`config.mk`:
```
export PLATFORM = sky130hd
export DESIGN_NAME = zyy_seg_capture
export DESIGN_NICKNAME = d
export VERILOG_FILES = /design/src/rtl/zyy_seg_capture.sv
export SDC_FILE = /design/constraint.sdc
export NUM_CORES = 1
export LEC_CHECK = 0
export CAP_MARGIN = 20
export CORE_MARGIN = 2
export CORE_UTILIZATION = 60
export CTS_CLUSTER_DIAMETER = 120
export DETAILED_ROUTE_END_ITERATION = 8
export HOLD_SLACK_MARGIN = 0.02
export PLACE_DENSITY = 0.9
export SYNTH_ARGS = -nofsm -noshare
export SYNTH_HDL_FRONTEND = slang
export SYNTH_SLANG_ARGS = --single-unit
```
`constraint.sdc`:
```
create_clock -name clk_1000 -period 3.1 [get_ports clk_1000]
set_input_delay 0.31 -clock clk_1000 [delete_from_list [all_inputs] [get_ports clk_1000]]
set_output_delay 0.31 -clock clk_1000 [all_outputs]
set_load 0.02 [all_outputs]
```
`src/rtl/zyy_seg_capture.sv`:
```
// zyy_seg_capture
// Reads back the multiplexed 8-digit seven-segment bus of the game-time
// display. Each scanned digit is decoded and stored. A complete, clean frame
// is converted from BCD to binary by a shift/subtract-3 engine that runs one
// step per clock. The result is presented with valid and change pulses.
module zyy_seg_capture #(
    parameter int DIGITS = 8
) (
    input  logic              clk_1000,
    input  logic              rst,
    input  logic [DIGITS-1:0] law,
    input  logic [6:0]        oData,
    output logic [31:0]       value,
    output logic              value_valid,
    output logic              value_chg,
    output logic              frame_err,
    output logic              busy
);

    localparam int IDX_W = $clog2(DIGITS);

    typedef enum logic {
        S_IDLE,
        S_RUN
    } state_t;

    state_t            state;
    logic [3:0]        digit [DIGITS];
    logic [DIGITS-1:0] seen;
    logic              bad;
    logic [31:0]       conv_bcd;
    logic [31:0]       conv_bin;
    logic [4:0]        iter;

    logic [DIGITS-1:0] sel;
    logic              sel_one;
    logic [IDX_W-1:0]  sel_idx;
    logic [3:0]        seg_digit;
    logic              seg_ok;
    logic              frame_full;
    logic              frame_bad;
    logic              load;
    logic [DIGITS-1:0] seen_nx;
    logic              bad_nx;
    logic [31:0]       load_bcd;
    logic [63:0]       shifted;
    logic [31:0]       step_bcd;

    // Digit select: exactly one low bit of law picks the slot being scanned.
    // NOTE: every variable assigned in an always_comb gets a default first so no latch is inferred.
    always_comb begin
        sel     = ~law;
        sel_one = (sel != '0) && ((sel & (sel - 1'b1)) == '0);
        sel_idx = '0;
        for (int i = 0; i < DIGITS; i++) begin
            if (sel[i]) sel_idx = IDX_W'(i);
        end
    end

    // Segment pattern to decimal digit; anything else is flagged invalid.
    always_comb begin
        seg_ok    = 1'b1;
        seg_digit = 4'd0;
        case (oData)
            7'b1000000: seg_digit = 4'd0;
            7'b1111001: seg_digit = 4'd1;
            7'b0100100: seg_digit = 4'd2;
            7'b0110000: seg_digit = 4'd3;
            7'b0011001: seg_digit = 4'd4;
            7'b0010010: seg_digit = 4'd5;
            7'b0000010: seg_digit = 4'd6;
            7'b1111000: seg_digit = 4'd7;
            7'b0000000: seg_digit = 4'd8;
            7'b0010000: seg_digit = 4'd9;
            default:    seg_ok    = 1'b0;
        endcase
    end

    // Frame bookkeeping: a full frame either errors out or loads the engine.
    // A sample on the same edge as a clear starts the next frame's tracking.
    always_comb begin
        frame_full = (seen == '1);
        frame_bad  = frame_full && bad;
        load       = frame_full && !bad && (state == S_IDLE);
        seen_nx    = seen;
        bad_nx     = bad;
        if (frame_bad || load) begin
            seen_nx = '0;
            bad_nx  = 1'b0;
        end
        if (sel_one) begin
            seen_nx[sel_idx] = 1'b1;
            bad_nx           = bad_nx | !seg_ok;
        end
        load_bcd = '0;
        for (int i = 0; i < DIGITS; i++) begin
            load_bcd[4*i +: 4] = digit[i];
        end
    end

    // One conversion step: shift right, then subtract 3 from every nibble >= 8.
    always_comb begin
        shifted  = {conv_bcd, conv_bin} >> 1;
        step_bcd = shifted[63:32];
        for (int i = 0; i < DIGITS; i++) begin
            if (step_bcd[4*i +: 4] >= 4'd8) step_bcd[4*i +: 4] = step_bcd[4*i +: 4] - 4'd3;
        end
    end

    // Capture registers: digit store, seen/bad tracking and the frame error pulse.
    // NOTE: the digit store is reset explicitly because a reset must discard any partial frame.
    always_ff @(posedge clk_1000 or negedge rst) begin
        if (!rst) begin
            seen      <= '0;
            bad       <= 1'b0;
            frame_err <= 1'b0;
            for (int i = 0; i < DIGITS; i++) digit[i] <= 4'd0;
        end else begin
            // NOTE: sequential state uses non-blocking assignments so every register samples pre-edge values.
            seen      <= seen_nx;
            bad       <= bad_nx;
            frame_err <= frame_bad;
            if (sel_one) digit[sel_idx] <= seg_digit;
        end
    end

    // Conversion engine FSM with registered result, valid and change outputs.
    always_ff @(posedge clk_1000 or negedge rst) begin
        if (!rst) begin
            state       <= S_IDLE;
            conv_bcd    <= '0;
            conv_bin    <= '0;
            iter        <= '0;
            busy        <= 1'b0;
            value       <= '0;
            value_valid <= 1'b0;
            value_chg   <= 1'b0;
        end else begin
            value_valid <= 1'b0;
            value_chg   <= 1'b0;
            case (state)
                S_IDLE: begin
                    if (load) begin
                        conv_bcd <= load_bcd;
                        conv_bin <= '0;
                        iter     <= '0;
                        busy     <= 1'b1;
                        state    <= S_RUN;
                    end
                end
                S_RUN: begin
                    conv_bcd <= step_bcd;
                    conv_bin <= shifted[31:0];
                    iter     <= iter + 5'd1;
                    if (iter == 5'd31) begin
                        value       <= shifted[31:0];
                        value_valid <= 1'b1;
                        value_chg   <= (shifted[31:0] != value);
                        busy        <= 1'b0;
                        state       <= S_IDLE;
                    end
                end
                default: state <= S_IDLE;
            endcase
        end
    end

endmodule

```
==> metrics <==
ANT cells=0; Pwr Density=498 nW/µm²; CP arrival=2300 ps; Slew headroom=44.3%; synthesized area per cell=10.9 µm²; Async SR Flop Fraction=100%; Root Driver=clkbuf_16; Bufs on Longest Clock Path=2; Die Ht=about 110 µm; RSZ-0062 raised after global routing=no; share of layout cells above drive strength 1=15.5%; Core ar.=between 10000 and 15000 µm²; die area=12500 µm²; XOR/XNOR Fraction of Synth Area=6.29%; yosys warns=0; reg2reg path depth=6; Worst R2R Start=iter[0]; Static Leak=0.00372 µW; critical path's largest stage delay=410 ps; max-capacitance violation count=0; Residual DRC=0; critical-path cell list=ha_1, and3_1, ha_1, nand2_1, buf_4, mux2_2; Comb pwr share=2.7%; Compound-Gate Fraction of Synth Area=7.90%; postcts setup bufs=0; maximum net fanout on the critical path=34; DP Wirelength=9.70 mm; Period minus WS final=2000 ps; all-layer global routing usage=between 20% and 30%; routed wire length=roughly 15 mm; Site Rows=39; period utilization=64.4%; # IOs=53; clk_lat worst skew=420 ps; Distinct cells, synth=46; Post-Synth Adder-Cell Area=3.02%; clk slew on worst S/H paths=60 ps; Fin Setup TNS=0 ps; Starting Density=approximately 61%; most frequent cell on the critical path=ha_1; post-synthesis mux area share=14.8%; worst hold path depth=1; Via density=5.84; ys flop type=dfrtp_1; pin count of the biggest net entering global routing=95; Reg2Reg Capture Point=value[24]; vias in the first global route=5062; vias after detailed routing=4929; EDFF count, synth=0; sequential element share of the synthesized area=52.4%; final setup vio count=0; R2R Setup Slk=around 1100 ps; largest family of logic cells by synthesized area=multiplexers; PortBufs=52; switching share of power=21.3%; Internal=3220 µW; Area growth syn-to-layout=17.9%; Worst VDD drop=between 0.5 and 0.6 mV; endpoints failing hold=0; worst slew pin tran=approximately 840 ps; Synth Area in Simple Gates=about 13%; DR WL/cell=17.3 µm; GPL Wtd Cong=0.786; Worst Path Required=3400 ps; Yosys reg bits=146; Inst Count DP=811; Initial DRC Count=293; Synth Net Count=673; hold path startpoint=seen[5]; DRT Pass-1 Iters=4; Hold Path Class=reg -> reg; Sw Pwr=869 µW; Clock H-tree levels=4; initial antenna violation count=0; routed wl met2=7.62 mm; Post-CTS Resized=0; CTS Buf Count=17; CTS tree=done; Startpoint Class=flip-flop; wl on met1=6.01 mm; sequential share of power=between 40% and 50%; Syn Std Cell Area=approximately 7000 µm²; fmax=501 MHz; CP max-delay cell=dfrtp_1; Cells after Synth=640; Crit Path Class=reg -> reg; die width=112 µm; uppermost routed layer=met4; CP endpoint kind=flip-flop; WHS Endpoint=seen[5]; Final Net Count=722; Slew Limit Fails=0; first-pass GRT wire length=24.4 mm; global route total overflow=0; clock network power share=50.1%; Final ANT Viol Nets=0; clk_skew=7.17 ps; status=finished clean; Pwr Total=4090 µW; Sinks on Clock Net=around 150; final std cells w/o fill=844; met3 routed WL=538 µm
## how the worst max path moves through the flow
stage	startpoint	to	slack, ps	cells after the start
global route	seen[4]	conv_bcd[21]	960	6
floorplan	iter[0]	value[23]	1170	6
detailed placement	law[3]	digit[31]	740	5
CTS	seen[6]	conv_bcd[21]	850	5
global placement	law[4]	digit[29]	880	5
finish	iter[0]	value[24]	1100	6
## sequential cells by signal (all words and copies together), names as in the netlist
signal,flops
bad,1
busy,1
conv_bcd,32
conv_bin,31
digit,32
frame_err,1
iter,5
seen,8
state,1
value,32
value_chg,1
value_valid,1
## per-layer routing
metal  vias to the layer above  global-route usage (%)
met1                      2461                    30.2
li1                       2298                       -
met4                         0                    12.0
met2                       130                    42.2
met3                        40                    5.17
met5                         -                       0
## layout by cell type (no fill, tap or decap), types with 2 or more instances in the layout
cell               n
dfrtp_1          145
nand2_1          119
mux2_2            59
o21ai_0           58
clkdlybuf4s50_1   51
xnor2_1           41
mux2i_1           31
a21oi_1           20
clkbuf_16         17
inv_1             16
ha_1              16
nand4_1           13
xor2_1             9
and3_1             8
nand2b_1           8
buf_4              8
nor2_1             7
o22ai_1            7
a21o_1             6
nand3_1            5
mux2_1             5
clkinv_2           5
nor3_1             4
nor4_1             3
bufinv_16          3
clkinv_4           3
o21ai_1            2
nor3b_2            2
nand4b_1           2
and3b_1            2
nand3b_1           2
clkinvlp_4         2
## final cells by class
| class | instances | area, µm² |
|---|---|---|
| Sequential cell | 146 | 3650 |
| Fill cell | 742 | 3160 |
| Multi-Input combinational cell | 446 | 3120 |
| Timing Repair Buffer | 62 | 612 |
| Clock buffer | 17 | 425 |
| Tap cell | 143 | 179 |
| Clock inverter | 14 | 165 |
| Inverter | 16 | 60.1 |
## through the flow
| step | util [%] | setup slack, ps | cell area, µm² | hold WS, ps |
|---|---|---|---|---|
| after floorplan | - | 1170 | 6970 | 14.4 |
| after detailed placement | 66.8 | 735 | 7590 | 444 |
| after CTS | 72.0 | 852 | 8190 | 484 |
| after global routing | 72.2 | 962 | 8210 | 501 |
| final | 72.2 | 1100 | 8210 | 485 |
| after global placement | 66.8 | 877 | 7590 | 435 |
## kinds of logic (layout without fill, tap and decap cells)
family,Yosys count,count (layout)
compound gates,99,99
xor+xnor,50,50
fa+ha+maj,17,17
buf+inv,48,109
flops,146,146
mux,95,95
simple gates,185,185
## critical path: cells and delay by family, from the launching register on
| family | cells | cell delay, ps |
|---|---|---|
| and+or+nand+nor | 2 | 250 |
| adders and majority gates | 2 | 410 |
| muxes | 1 | 400 |
| DFF | 1 | 410 |
| buffers and inverters | 1 | 400 |
## synth_stat cells, types with 2 or more instances
| cell type | number | area share, % |
|---|---|---|
| a21o_1 | 6 | 0.65 |
| nor3_1 | 4 | 0.29 |
| o22ai_1 | 7 | 0.63 |
| nand3b_1 | 2 | 0.22 |
| nand3_1 | 5 | 0.36 |
| mux2_2 | 59 | 9.5 |
| xnor2_1 | 41 | 5.2 |
| inv_1 | 16 | 0.86 |
| nand4_1 | 13 | 1.2 |
| nand2_1 | 119 | 6.4 |
| nand4b_1 | 2 | 0.25 |
| o21ai_1 | 2 | 0.14 |
| nor3b_2 | 2 | 0.36 |
| and3_1 | 8 | 0.72 |
| buf_4 | 2 | 0.22 |
| ha_1 | 16 | 2.9 |
| nor4_1 | 3 | 0.27 |
| xor2_1 | 9 | 1.1 |
| o21ai_0 | 58 | 4.2 |
| buf_2 | 8 | 0.57 |
| or3_1 | 2 | 0.18 |
| nor2_1 | 7 | 0.38 |
| dfrtp_1 | 146 | 52 |
| mux2i_1 | 31 | 4.5 |
| mux2_1 | 5 | 0.81 |
| and3b_1 | 2 | 0.25 |
| a21oi_1 | 20 | 1.4 |
| clkbuf_1 | 20 | 1.1 |
| nand2b_1 | 8 | 0.72 |
## what timing repair did
action                                  CTS  global route
hold buffers                              1             0
endpoints found under the setup margin    0             0
endpoints found under the hold margin    91             0
## power groups by stage
stage	sequential, µW	clock (µW)	combinational [µW]
3_5_place_dp	1960	0	113
6_report	1930	2050	112
3_3_place_gp	1960	0	107
2_1_floorplan	1960	0	37.4
5_1_grt	1930	2140	128
4_1_cts	1930	2070	114
No activity file was read; power rests on OpenSTA's default activity.
